[src/rtl/calc_seq_dp.sv]
// Sequenced calculator datapath: register file + ALU driven by an internal
// IDLE/LOAD_A/LOAD_B/EXEC/READ sequencer. Define CALC_FLAGS_EN for carry/zero outputs.
module calc_seq_dp #(
    parameter int WIDTH  = 3,
    parameter int NREG   = 4,
    parameter int ADDR_W = $clog2(NREG)
) (
    input  logic              clk,
    input  logic              rst_n,
    input  logic              start,
    input  logic [WIDTH-1:0]  in1,
    input  logic [WIDTH-1:0]  in2,
    input  logic [2:0]        op,
    input  logic [ADDR_W-1:0] dst,
    output logic              busy,
    output logic              done,
    output logic [WIDTH-1:0]  out
`ifdef CALC_FLAGS_EN
    ,
    output logic              carry,
    output logic              zero
`endif
);

    typedef enum logic [2:0] {
        IDLE   = 3'd0,
        LOAD_A = 3'd1,
        LOAD_B = 3'd2,
        EXEC   = 3'd3,
        READ   = 3'd4
    } state_t;

    typedef enum logic [2:0] {
        OP_XOR  = 3'b000,
        OP_AND  = 3'b001,
        OP_SUB  = 3'b010,
        OP_ADD  = 3'b011,
        OP_OR   = 3'b100,
        OP_SHL  = 3'b101,
        OP_SHR  = 3'b110,
        OP_PASS = 3'b111
    } op_t;

    state_t             state;
    logic [WIDTH-1:0]   in1_q;
    logic [WIDTH-1:0]   in2_q;
    op_t                op_q;
    logic [ADDR_W-1:0]  dst_q;
    logic [WIDTH-1:0]   rf [NREG];

    logic [WIDTH-1:0]   rf_a;
    logic [WIDTH-1:0]   rf_b;
    logic [WIDTH-1:0]   alu_res;
    logic [WIDTH-1:0]   rd_dst;

    assign rf_a   = rf[1];
    assign rf_b   = rf[2];
    // R0 is hardwired to zero on read; its storage is never written.
    assign rd_dst = (dst_q == '0) ? '0 : rf[dst_q];

    // NOTE: every always_comb output gets a default first so no path infers a latch.
    always_comb begin
        alu_res = '0;
        case (op_q)
            OP_XOR:  alu_res = rf_a ^ rf_b;
            OP_AND:  alu_res = rf_a & rf_b;
            OP_SUB:  alu_res = rf_a - rf_b;
            OP_ADD:  alu_res = rf_a + rf_b;
            OP_OR:   alu_res = rf_a | rf_b;
            // Logical shifts by an amount >= WIDTH already yield zero.
            OP_SHL:  alu_res = rf_a << rf_b;
            OP_SHR:  alu_res = rf_a >> rf_b;
            OP_PASS: alu_res = rf_a;
            default: alu_res = '0;
        endcase
    end

`ifdef CALC_FLAGS_EN
    logic [WIDTH:0] sum_ext;
    logic           alu_cy;
    logic           cy_q;

    assign sum_ext = {1'b0, rf_a} + {1'b0, rf_b};

    always_comb begin
        alu_cy = 1'b0;
        if (op_q == OP_ADD)
            alu_cy = sum_ext[WIDTH];
        else if (op_q == OP_SUB)
            alu_cy = (rf_a < rf_b);
    end
`endif

    // NOTE: the register file sits inside the async reset, so every entry clears with rst_n.
    always_ff @(posedge clk or negedge rst_n) begin
        if (!rst_n) begin
            state <= IDLE;
            busy  <= 1'b0;
            done  <= 1'b0;
            out   <= '0;
            in1_q <= '0;
            in2_q <= '0;
            op_q  <= OP_XOR;
            dst_q <= '0;
            for (int i = 0; i < NREG; i++)
                rf[i] <= '0;
`ifdef CALC_FLAGS_EN
            cy_q  <= 1'b0;
            carry <= 1'b0;
            zero  <= 1'b0;
`endif
        end else begin
            done <= 1'b0;
            case (state)
                IDLE: begin
                    if (start) begin
                        in1_q <= in1;
                        in2_q <= in2;
                        op_q  <= op_t'(op);
                        dst_q <= dst;
                        busy  <= 1'b1;
                        state <= LOAD_A;
                    end
                end
                LOAD_A: begin
                    rf[1] <= in1_q;
                    state <= LOAD_B;
                end
                LOAD_B: begin
                    rf[2] <= in2_q;
                    state <= EXEC;
                end
                EXEC: begin
                    if (dst_q != '0)
                        rf[dst_q] <= alu_res;
`ifdef CALC_FLAGS_EN
                    // Carry is frozen here: a dst of R1/R2 changes the ALU inputs afterwards.
                    cy_q <= alu_cy;
`endif
                    state <= READ;
                end
                READ: begin
                    out   <= rd_dst;
                    done  <= 1'b1;
                    busy  <= 1'b0;
`ifdef CALC_FLAGS_EN
                    carry <= cy_q;
                    zero  <= (rd_dst == '0);
`endif
                    state <= IDLE;
                end
                default: begin
                    busy  <= 1'b0;
                    state <= IDLE;
                end
            endcase
        end
    end

endmodule
[config.mk]
export PLATFORM = sky130hd
export DESIGN_NAME = calc_seq_dp
export DESIGN_NICKNAME = d
export VERILOG_FILES = /design/src/rtl/calc_seq_dp.sv
export SDC_FILE = /design/constraint.sdc
export NUM_CORES = 1
export LEC_CHECK = 0
export BUFFER_PORTS_ARGS = -buffer_cell sky130_fd_sc_hd__buf_4
export CAP_MARGIN = 10
export CORE_ASPECT_RATIO = 1.1
export CORE_MARGIN = 2
export CORE_UTILIZATION = 55
export CTS_BUF_LIST = sky130_fd_sc_hd__clkbuf_8 sky130_fd_sc_hd__clkbuf_16
export CTS_CLUSTER_DIAMETER = 80
export CTS_CLUSTER_SIZE = 14
export DETAILED_ROUTE_END_ITERATION = 8
export PLACE_DENSITY_LB_ADDON = 0.05
export SYNTH_ARGS = -nofsm -noshare
export SYNTH_HDL_FRONTEND = slang
export SYNTH_SLANG_ARGS = --single-unit
[constraint.sdc]
create_clock -name clk -period 4.97 [get_ports clk]
set_input_delay 0.2485 -clock clk [delete_from_list [all_inputs] [get_ports clk]]
set_output_delay 0.2485 -clock clk [all_outputs]
set_load 0.02 [all_outputs]
# Word-level counts from Yosys, hierarchy flattened
# Cells that the tools add are included.
[totals]
reg_bits = 31
inputBits = 14
word_cells = 65
[classes]
addsub = 2
magnitude_cmp = 2
n_eq_ne = 13
shift = 2
n_mux = 16
n_bitwise = 5
reduce_logical = 13
[ops]
columns = ["cell", "n"]
rows = [
  ["case mux 3 bit (8 select lines)", 1],
  ["equality test 3 bit, second input constant", 5],
  ["2-to-1 mux 3 bit", 5],
  ["bitwise mux 12 bit", 1],
  ["equality test 3 x 2 -> 1 bit, second input constant", 4],
  ["case mux 3 bit (2 select lines)", 2],
  ["case mux 3 bit (4 select lines)", 1],
  ["AND reduction 2 bit", 5],
  ["2-to-1 mux 9 bit", 1],
  ["binary-select mux 3 bit (select 2 bit)", 1],
  ["demux 3 bit (select 2 bit)", 1],
  ["equality test 3 x 1 -> 1 bit, second input constant", 2],
  ["zero test 3 bit", 2],
  ["nonzero test 2 bit", 3],
  ["inequality test 2 bit, second input constant", 2],
  ["adder 3 bit", 1],
  ["AND 3 bit", 1],
  ["greater-or-equal comparator 3 bit, second input constant", 1],
  ["less-than comparator 3 x 1 -> 1 bit, second input constant", 1],
  ["inverter 2 -> 3 bit", 1],
  ["OR 3 bit", 1],
  ["OR reduction 3 bit", 1],
  ["left shift 3 x 3 -> 3 bit", 1],
  [">> shifter 3 x 3 -> 3 bit", 1],
  ["other kinds (7)", 8],
]

# Logic depth before layout (Yosys ltp)
# Gate-level depths: netlist (run 1).
[logic_depth]
word_depth = 8
mapped_depth = 11
mapped_depth_nobuf = 10

# Worst setup path before layout (run 1)
# Ideal clock, no wire load.
[synth_path]
path_kind = "register to register"
start = "reg rf, in the netlist rf_b[0]"
end = "reg rf, in the netlist rf_a[2]"
arrival_time_ps = 2268
t_required_ps = 4866
path_slack_ps = 2599
path_stages_with_launch = 12
n_path_buf = 1
synth_period_minus_slack_ps = 2371
cell_sequence = "dfrtp_1 buf_6 inv_1 ha_1 o21ai_0 o31ai_1 fa_1 xnor2_1 xnor3_1 o2111ai_1 o41ai_1 o41ai_2"
[synth_between]
elab_chain_cells = 5
elab_cells_between_ends = 8
classes_between = "add/sub (2); shift (2); mux (4)"
[synth_rtl]
columns = ["item", "line", "rtl"]
rows = [
  ["from (decl)", "49", "logic [WIDTH-1:0] rf [NREG];"],
  ["from (signal, indexed assignment)", "135", "rf[dst_q] <= alu_res;"],
  ["adder 3 bit (tied with other cells)", "68", "OP_ADD: alu_res = rf_a + rf_b;"],
  ["case mux 3 bit (8 select lines) (*)", "64", "case (op_q)"],
  ["bitwise mux 12 bit (*)", "135", ""],
  ["2-to-1 mux 9 bit (*)", "134", "if (dst_q != '0)"],
  ["case mux 3 bit (2 select lines) (*)", "114", "case (state)"],
]
# Mark *: on every way between the ends. The rest lies on a longest branch, timed or not. The select of a mux whose other input is x is not followed.
# A chain may end at the register's enable or synchronous reset.

# Worst setup path after layout (run 1)
# Ends and elaborated chain as after synthesis.

==> reports/summary.txt, run 1 <==
outcome -> finished clean
Syn Nets -> 189
grt ovf -> 0
Initial Util -> 58.8%
Max Cap Viol -> 0
Max Slew Vio Count -> 0
Max Fclk -> 368 MHz
die width -> 56.2 um
Setup Total Neg Slack -> 0 ps
critical path required time -> 5150 ps
DR DRC count -> 0
yosys warns -> 0
Synth cell types -> 45
period utilization -> 54.6%
Worst Hold End -> state[0]
Reg power frac -> 37.2%
DIE HEIGHT -> 61.4 um
internal reg-to-reg setup slack -> 2260 ps
Post-synth EDFFs -> 0
vias in the first global route -> 1226
Post-synth top flop -> dfrtp_1
nets@finish -> 204
sequential area share after synthesis -> 42.5%
Layout area overhead -> 12.5%
worst vdd ir -> 0.436 mV
post-route ant nets -> 0
final hold vios -> 0
Post CTS Setup Buffer Count -> 0
top-count cell post-synth -> dfrtp_1
post-synth top area cell -> dfrtp_1
final setup violation count -> 0
Int Pwr -> 782 uW
clk root buf -> clkbuf_8
static leakage -> 0.000831 uW
final WL -> 3.42 mm
fill cell count -> 232
Synth Area per Inst -> 9.93 um^2
CTS tree -> built
slew margin rel. -> 56.9%
DR iter-0 viols -> 36
Vias/cell -> 6.14
unrepaired setup endpoints after global routing -> false
worst slew pin tran -> 641 ps
worst skew pair latency -> 280 ps
Post-DP HPWL -> 2.53 mm
post-synth top area share -> 42.5%
initial antenna violation count -> 0
CTS resizes -> 0
DR WL/cell -> 16.1 um
H-tree depth -> 1
Worst-path clk slew -> 100 ps
row count -> 20
RR Endpoint -> rf_a[2]
Num CTS Buffers -> 3
layout cells sized above 1 -> 19.4%
Synth area leaders -> dfrtp_1, mux2_2, ha_1, o21ai_0, a21oi_1
Pwr Density -> 745 nW/um^2
Final Skew -> 3.17 ps
PortBufs -> 18
Cells on Worst Hold Path -> 2
CP Max Fanout -> 10
Clock Sink Count -> 28
synthesized flop and latch total -> 28
crit path DAT -> 2890 ps
gpl congestion -> 0.923
synthesized instance count -> 166
asr flop ratio synth -> 100%
fin crit period -> 2710 ps
switching fraction of total power -> 43.4%
Hold Startpoint -> start
Startpoint Class -> flop
area of the multi-input gates -> 856 um^2
# IOs -> 19
Antenna diodes -> 0
Reg2Reg Depth -> 10
combinational power share -> 49.8%
pin count of the biggest net entering global routing -> 29
top cells by count, synth -> dfrtp_1, o21ai_0
Reg2Reg Launch Point -> rf_b[0]
hold crit path type -> in2reg
fin util -> 66.2%
Worst setup EP type -> flop
Mapped Area -> 1650 um^2
global-route wire length before repair -> 5.70 mm
P_sw -> 599 uW
clock power share -> 13.0%
core region area -> 2800 um^2
Register Area -> 701 um^2
gr usage total -> 21.7%
Max clock buf depth -> 2
Die ar. -> 3450 um^2
via count -> 1307
Hold Slack -> 176 ps
TritonRoute pass-1 iters -> 4
CP Class -> reg2reg
[kinds of logic (layout without fill, tap and decap cells)]
| family | Yosys count | after routing | share of synthesized area [%] |
|---|---|---|---|
| XOR/XNOR | 3 | 3 | 2.43 |
| AND/OR/NAND/NOR | 46 | 46 | 14.0 |
| buffers and inverters | 20 | 34 | 5.61 |
| multiplexers | 14 | 14 | 9.33 |
| adder cells (fa/ha/maj) | 9 | 9 | 7.28 |
| AO/OA/AOI/OAI | 46 | 46 | 18.9 |
| flip-flops | 28 | 28 | 42.5 |
[timing repair]
item,4_1_cts,5_1_grt
endpoints found under the hold margin,28,0
hold buffers,1,0
endpoints found under the setup margin,0,0
[critical path: stages (launching register included)]
cell and delay, ps:
dfrtp_1 570, inv_1 170, ha_1 310, o21ai_0 70
o31ai_1 110, fa_1 420, xnor2_1 180, xnor3_1 220
o2111ai_1 180, o41ai_1 150, o41ai_2 240
[registers in the layout (all words and copies together), names as in the netlist]
name / count
rf_a: 3
busy: 1
state: 3
dst_q: 2
rf: 3
out: 3
in1_q: 3
rf_b: 3
op_q: 3
in2_q: 3
done: 1
[worst max-delay path by stage]
stage | start | end | slack (ps) | cells after the start
detailed placement | rf_b[0] | rf_a[2] | 2270 | 10
finish | rf_b[0] | rf_a[2] | 2260 | 10
CTS | rf_b[0] | rf_a[2] | 2260 | 10
floorplan | rf_b[0] | rf_a[2] | 2600 | 11
global route | rf_b[0] | rf_a[2] | 2100 | 10
global placement | rf_b[0] | rf_a[2] | 2400 | 10
[stage by stage]
step	total power (uW)	setup WS (ps)	area, um^2	instances
global route	1490	2100	1860	213
floorplan	1030	2600	1650	166
global placement	1180	2400	1770	208
detailed placement	1200	2270	1770	208
CTS	1380	2260	1860	213
finish	1380	2260	1860	213
[layout make-up]
type,count,share of cell area (%)
Clock inverter,1,1.62
Inverter,11,2.23
Timing Repair Buffer,19,7.82
Sequential cell,28,37.8
Tap cell,33,2.23
Multi-Input combinational cell,118,46.1
Clock buffer,3,2.23
[routing by layer]
metal  routed length (um)  global-route usage, %  vias up
met3                  117                   2.94        7
met2                 1750                   38.8       35
met1                 1500                   26.6      637
met4                   61                   10.2        0
met5                    0                      0        -
li1                     -                      -      628
[placed cells by master (no fill, tap or decap), types with 5 or more instances in the layout]
cell type  count
a21oi_1        9
nand2b_1       6
nor2_1        11
mux2_2        11
o21ai_0       12
dfrtp_1       28
inv_1         11
nor3_1         5
nand2_1       11
ha_1           8
buf_4         18
[power groups by stage]
stage	sequential, uW	combinational, uW	clock (uW)
2_1_floorplan	437	590	0
3_3_place_gp	508	668	0
3_5_place_dp	518	684	0
4_1_cts	513	689	182
5_1_grt	539	769	187
6_report	514	688	180
No activity file was read; power rests on OpenSTA's default activity.
==> run 2: changes to the inputs <==
Clock period 4.97 ns to 2.65 ns, I/O delays scaled along.
==> run 2 against run 1 <==
  * Largest power group unchanged
  * Total power rose by 89%
  * Highest routed layer unchanged
  * Via count fell by 0.23%
  * Register-to-register slack got worse by 2000 ps
==> reports/summary.txt, run 2 (synthesized netlist as in run 1, its figures left out) <==
H-tree depth -> 1 (unchanged)
Die ar. -> 3450 um^2 (unchanged)
PortBufs -> 18 (unchanged)
area of the multi-input gates -> 870 um^2 (+1.6%)
Startpoint Class -> flop
period utilization -> 89.8% (+35 points)
Finished Cell Area -> 1890 um^2 (+1.9%)
DIE HEIGHT -> 61.4 um (unchanged)
TritonRoute pass-1 iters -> 4 (unchanged)
slew margin rel. -> 52.8% (-4.1 points)
crit path DAT -> 2560 ps (-330 ps)
unrepaired setup endpoints after global routing -> false
Antenna diodes -> 0 (unchanged)
worst vdd ir -> 0.729 mV (+67%)
Cells on Worst Hold Path -> 2 (unchanged)
final WL -> 3.47 mm (+1.5%)
die width -> 56.2 um (unchanged)
Inst Count DP -> 213 (+2.4%)
layout cells sized above 1 -> 23.2% (+3.8 points)
Layout area overhead -> 14.6%
Post CTS Setup Buffer Count -> 0 (unchanged)
Num CTS Buffers -> 3 (unchanged)
Register Area -> 701 um^2 (unchanged)
Reg2Reg Depth -> 10 (unchanged)
gr usage total -> 22.3% (+0.54 points)
grt ovf -> 0 (unchanged)
gpl congestion -> 0.852 (-7.6%)
worst slew pin tran -> 702 ps (+61.2 ps)
nets@finish -> 209 (+2.5%)
CTS tree -> built
Pwr Density -> 1380 nW/um^2 (+86%)
via count -> 1304 (-0.23%)
Clock Sink Count -> 28 (unchanged)
Final Skew -> 4.22 ps (+1.06 ps)
Setup Total Neg Slack -> 0 ps (unchanged)
Worst-path clk slew -> 90 ps (about the same)
core region area -> 2800 um^2 (unchanged)
initial antenna violation count -> 0 (unchanged)
clk root buf -> clkbuf_8
hold crit path type -> in2reg
critical path required time -> 2830 ps (-2320 ps)
# IOs -> 19 (unchanged)
Non-Filler Instances -> 218 (+2.3%)
commonest non-fill, non-tap cells in the layout -> dfrtp_1, buf_4, o21ai_0
Placement Cell Area -> 1810 um^2 (+2.1%)
Crit-path slowest cell -> fa_1
Initial Util -> 58.8% (unchanged)
total design power -> 2610 uW (+89%)
DR iter-0 viols -> 53 (+47%)
DR DRC count -> 0 (unchanged)
worst skew pair latency -> 280 ps (about the same)
Buf/Inv on CP -> 1 (unchanged)
post-route ant nets -> 0 (unchanged)
CP Max Fanout -> 4 (-6)
Worst setup EP type -> flop
Critical Path, Cell by Cell -> inv_1, ha_1, o21ai_0, o31ai_1, fa_1, xnor2_1, xnor3_1, o2111ai_2, o41ai_2, o41ai_2
CP most frequent cell -> o41ai_2
Max Cap Viol -> 0 (unchanged)
DR WL/cell -> 15.9 um (-0.78%)
Max Slew Vio Count -> 0 (unchanged)
outcome -> finished clean
vias in the first global route -> 1240 (+1.1%)
Max Fclk -> 420 MHz (+14%)
global-route wire length before repair -> 5.86 mm (+2.8%)
delay-heaviest family, CP -> compound AO/OA/AOI/OAI gates
CP Class -> reg2reg
Worst path max stage delay -> 410 ps (-160 ps)
fill cell count -> 232 (unchanged)
final setup violation count -> 0 (unchanged)
fin util -> 67.5% (+1.2 points)
static leakage -> 0.000852 uW (+2.6%)
Vias/cell -> 5.98 (-2.5%)
Max clock buf depth -> 2 (unchanged)
commonest non-fill, non-tap cell in the layout -> dfrtp_1
WP depth -> 10 (unchanged)
fin crit period -> 2380 ps (-333 ps)
row count -> 20 (unchanged)
Post-DP HPWL -> 2.61 mm (+3.1%)
final hold vios -> 0 (unchanged)
pin count of the biggest net entering global routing -> 29 (unchanged)
[run 2: cell type report]
| cell class | count | area share (%) |
|---|---|---|
| clock buffer | 4 | 2.91 |
| inverter | 11 | 2.18 |
| multi-input combinational | 118 | 46.0 |
| sequential | 28 | 37.1 |
| tap | 33 | 2.18 |
| timing repair buffer | 24 | 9.66 |
[run 2: layer usage]
metal	vias to the layer above	track usage [%]	share of wire, %
met1	627	30.3	46
met2	35	38.3	50
li1	639	-	-
met5	-	0	0
met3	3	3.99	4.2
met4	0	4.42	0.55
[run 2: where the power goes]
group          switching [uW]  internal [uW]
Sequential                222            637
Combinational             796            694
Clock                     130            133
Total                    1150           1460
[run 2: timing repair]
item,in CTS,in global routing
hold buffers,1,0
hold endpoints to repair,28,0
gates resized for setup,0,3
setup endpoints to repair,0,1
[run 2: metrics by stage]
| stage | worst slack [ps] | hold slack, ps |
|---|---|---|
| global placement | 320 | 69.8 |
| detailed placement | 208 | 75.2 |
| global route | 34.0 | 71.6 |
| floorplan | 279 | -163 |
| finish | 269 | 64.5 |
| CTS | 197 | 61.8 |
[run 2: worst reg2reg max path, cell delays in order, from the launching register on]
cell	delay (ps)
dfrtp_1	390
inv_1	120
ha_1	240
o21ai_0	70
o31ai_1	110
fa_1	410
xnor2_1	180
xnor3_1	240
o2111ai_2	180
o41ai_2	130
o41ai_2	210
[run 2: final timing paths]
| path | from | to | slack, ps |
|---|---|---|---|
| max | rf_b[0] | rf_a[2] | 270 |
| max in group asynchronous | rst_n | rf[0] | 2080 |
| min reg2reg | rf[0] | rf[0] | 490 |
| min in group asynchronous | rst_n | op_q[0] | 300 |
| min | start | state[0] | 60 |
| max reg2reg | rf_b[0] | rf_a[2] | 270 |
==> run 3: changes to the inputs <==
Settings changed: CTS_BUF_LIST sky130_fd_sc_hd__clkbuf_8 sky130_fd_sc_hd__clkbuf_16 to default.
==> run 3 against run 2 <==
  * Utilization decreased by 0.31 points
  * Clock-buffer cell count unchanged
  * Final cell count increased by 0.46%
  * First-iteration DRC count unchanged
  * Total power decreased by 2.2%
  * Highest routed layer unchanged
  * Clock skew decreased by 2.1 ps
==> reports/summary.txt, run 3 (synthesized netlist as in run 1, its figures left out) <==
outcome -> finished clean
final hold vios -> 0 (unchanged)
hold crit path type -> in2reg
worst slew pin tran -> 707 ps (+4.98 ps)
clock power share -> 8.1% (-2.0 points)
P_sw -> 1140 uW (-0.77%)
Setup Total Neg Slack -> 0 ps (unchanged)
Layout area overhead -> 14.1%
Max Cap Viol -> 0 (unchanged)
initial antenna violation count -> 0 (unchanged)
global-route wire length before repair -> 5.84 mm (-0.36%)
crit path DAT -> 2630 ps (+70 ps)
Post-DP HPWL -> 2.61 mm (unchanged)
DR WL/cell -> 15.9 um (-0.40%)
vias in the first global route -> 1234 (-0.48%)
Max Fclk -> 418 MHz (-0.53%)
Reg power frac -> 33.6% (+0.7 points)
CP Class -> reg2reg
commonest non-fill, non-tap cells in the layout -> dfrtp_1, buf_4, o21ai_0
die width -> 56.2 um (unchanged)
Placement Cell Area -> 1810 um^2 (unchanged)
commonest non-fill, non-tap cell in the layout -> dfrtp_1
DR iter-0 viols -> 53 (unchanged)
Finished Cell Area -> 1880 um^2 (-0.46%)
critical path required time -> 2890 ps (+60 ps)
DR DRC count -> 0 (unchanged)
delay-heaviest family, CP -> compound AO/OA/AOI/OAI gates
worst skew pair latency -> 330 ps (+50 ps)
total design power -> 2550 uW (-2.2%)
grt ovf -> 0 (unchanged)
core region area -> 2800 um^2 (unchanged)
Pwr Density -> 1360 nW/um^2 (-1.8%)
# IOs -> 19 (unchanged)
fin crit period -> 2390 ps (+12.6 ps)
Max Slew Vio Count -> 0 (unchanged)
Critical Path, Cell by Cell -> inv_1, ha_1, o21ai_0, o31ai_1, fa_1, xnor2_1, xnor3_1, o2111ai_2, o41ai_2, o41ai_2
pin count of the biggest net entering global routing -> 29 (unchanged)
final setup violation count -> 0 (unchanged)
Buf/Inv on CP -> 1 (unchanged)
Antenna diodes -> 0 (unchanged)
worst vdd ir -> 0.710 mV (-2.6%)
slew margin rel. -> 52.5% (-0.33 points)
final WL -> 3.48 mm (about the same)
Crit-path slowest cell -> dfrtp_1
CTS tree -> built
Post CTS Setup Buffer Count -> 0 (unchanged)
Die ar. -> 3450 um^2 (unchanged)
Int Pwr -> 1420 uW (-3.4%)
Startpoint Class -> flop
Clock Sink Count -> 28 (unchanged)
clk root buf -> clkbuf_4
Max clock buf depth -> 2 (unchanged)
Initial Util -> 58.8% (unchanged)
period utilization -> 90.3% (+0.47 points)
Num CTS Buffers -> 3 (unchanged)
layout cells sized above 1 -> 23.1% (-0.12 points)
CP most frequent cell -> o41ai_2
gr usage total -> 22.0% (-0.23 points)
via count -> 1302 (-0.15%)
DIE HEIGHT -> 61.4 um (unchanged)
PortBufs -> 18 (unchanged)
combinational power share -> 58.3% (+1.3 points)
CP Max Fanout -> 4 (unchanged)
Worst path max stage delay -> 410 ps (about the same)
unrepaired setup endpoints after global routing -> false
fin util -> 67.1% (-0.31 points)
row count -> 20 (unchanged)
switching fraction of total power -> 44.6% (+0.66 points)
Vias/cell -> 5.95 (-0.61%)
gpl congestion -> 0.852 (unchanged)
static leakage -> 0.000848 uW (-0.42%)
post-route ant nets -> 0 (unchanged)
nets@finish -> 210 (+0.48%)
TritonRoute pass-1 iters -> 4 (unchanged)
Worst setup EP type -> flop
Final Skew -> 2.08 ps (-2.15 ps)
H-tree depth -> 1 (unchanged)
Worst-path clk slew -> 140 ps (+50 ps)
run 3: cell count changes in the layout (fill, tap and decap cells not counted):
cell	before	now
clkbuf_4	0	3
clkbuf_8	4	1
dlygate4sd3_1	1	2
run 3: per-stage QoR:
step	worst slack (ps)	cells	hold WS [ps]
after CTS	187	219	14.2
after global routing	23.3	219	14.9
after detailed placement	208	213	75.2
after global placement	320	213	69.8
after floorplan	279	166	-163
final	256	219	21.3
run 3: worst paths after layout:
path	start	to	slack [ps]	cells after the start
worst max-delay path	rf_b[0]	rf_a[2]	260	10
worst min-delay path	op[0]	op_q[0]	20	2
worst max register to register	rf_b[0]	rf_a[2]	260	10
worst min register to register	state[2]	state[1]	500	1
max in group asynchronous	rst_n	state[2]	2150	2
min in group asynchronous	rst_n	op_q[0]	230	2
run 3: metal layers:
layer  wire length [um]  vias to the layer above  global-route usage (%)
li1                   -                      643                       -
met1               1610                      631                    30.4
met2               1750                       26                    38.3
met3                100                        2                    2.73
met4                 17                        0                    4.42
met5                  0                        -                       0
run 3: area by class of cell:
cell class	count	area [um^2]
clock buffer	4	36.3
fill	233	921
inverter	11	41.3
multi-input combinational	118	870
sequential	28	701
tap	33	41.3
timing repair buffer	25	193
run 3: repair_timing:
action / in CTS / in global routing
gates resized for setup: 0 / 3
endpoints found under the hold margin: 29 / 0
endpoints found under the setup margin: 0 / 1
hold buffers: 2 / 0
run 3: power groups by stage:
| stage | registers, uW | logic [uW] | clock network [uW] |
|---|---|---|---|
| 5_1_grt | 889 | 1680 | 223 |
| 6_report | 858 | 1490 | 207 |
| 2_1_floorplan | 819 | 1110 | 0 |
| 3_5_place_dp | 864 | 1440 | 0 |
| 3_3_place_gp | 858 | 1410 | 0 |
| 4_1_cts | 853 | 1450 | 213 |
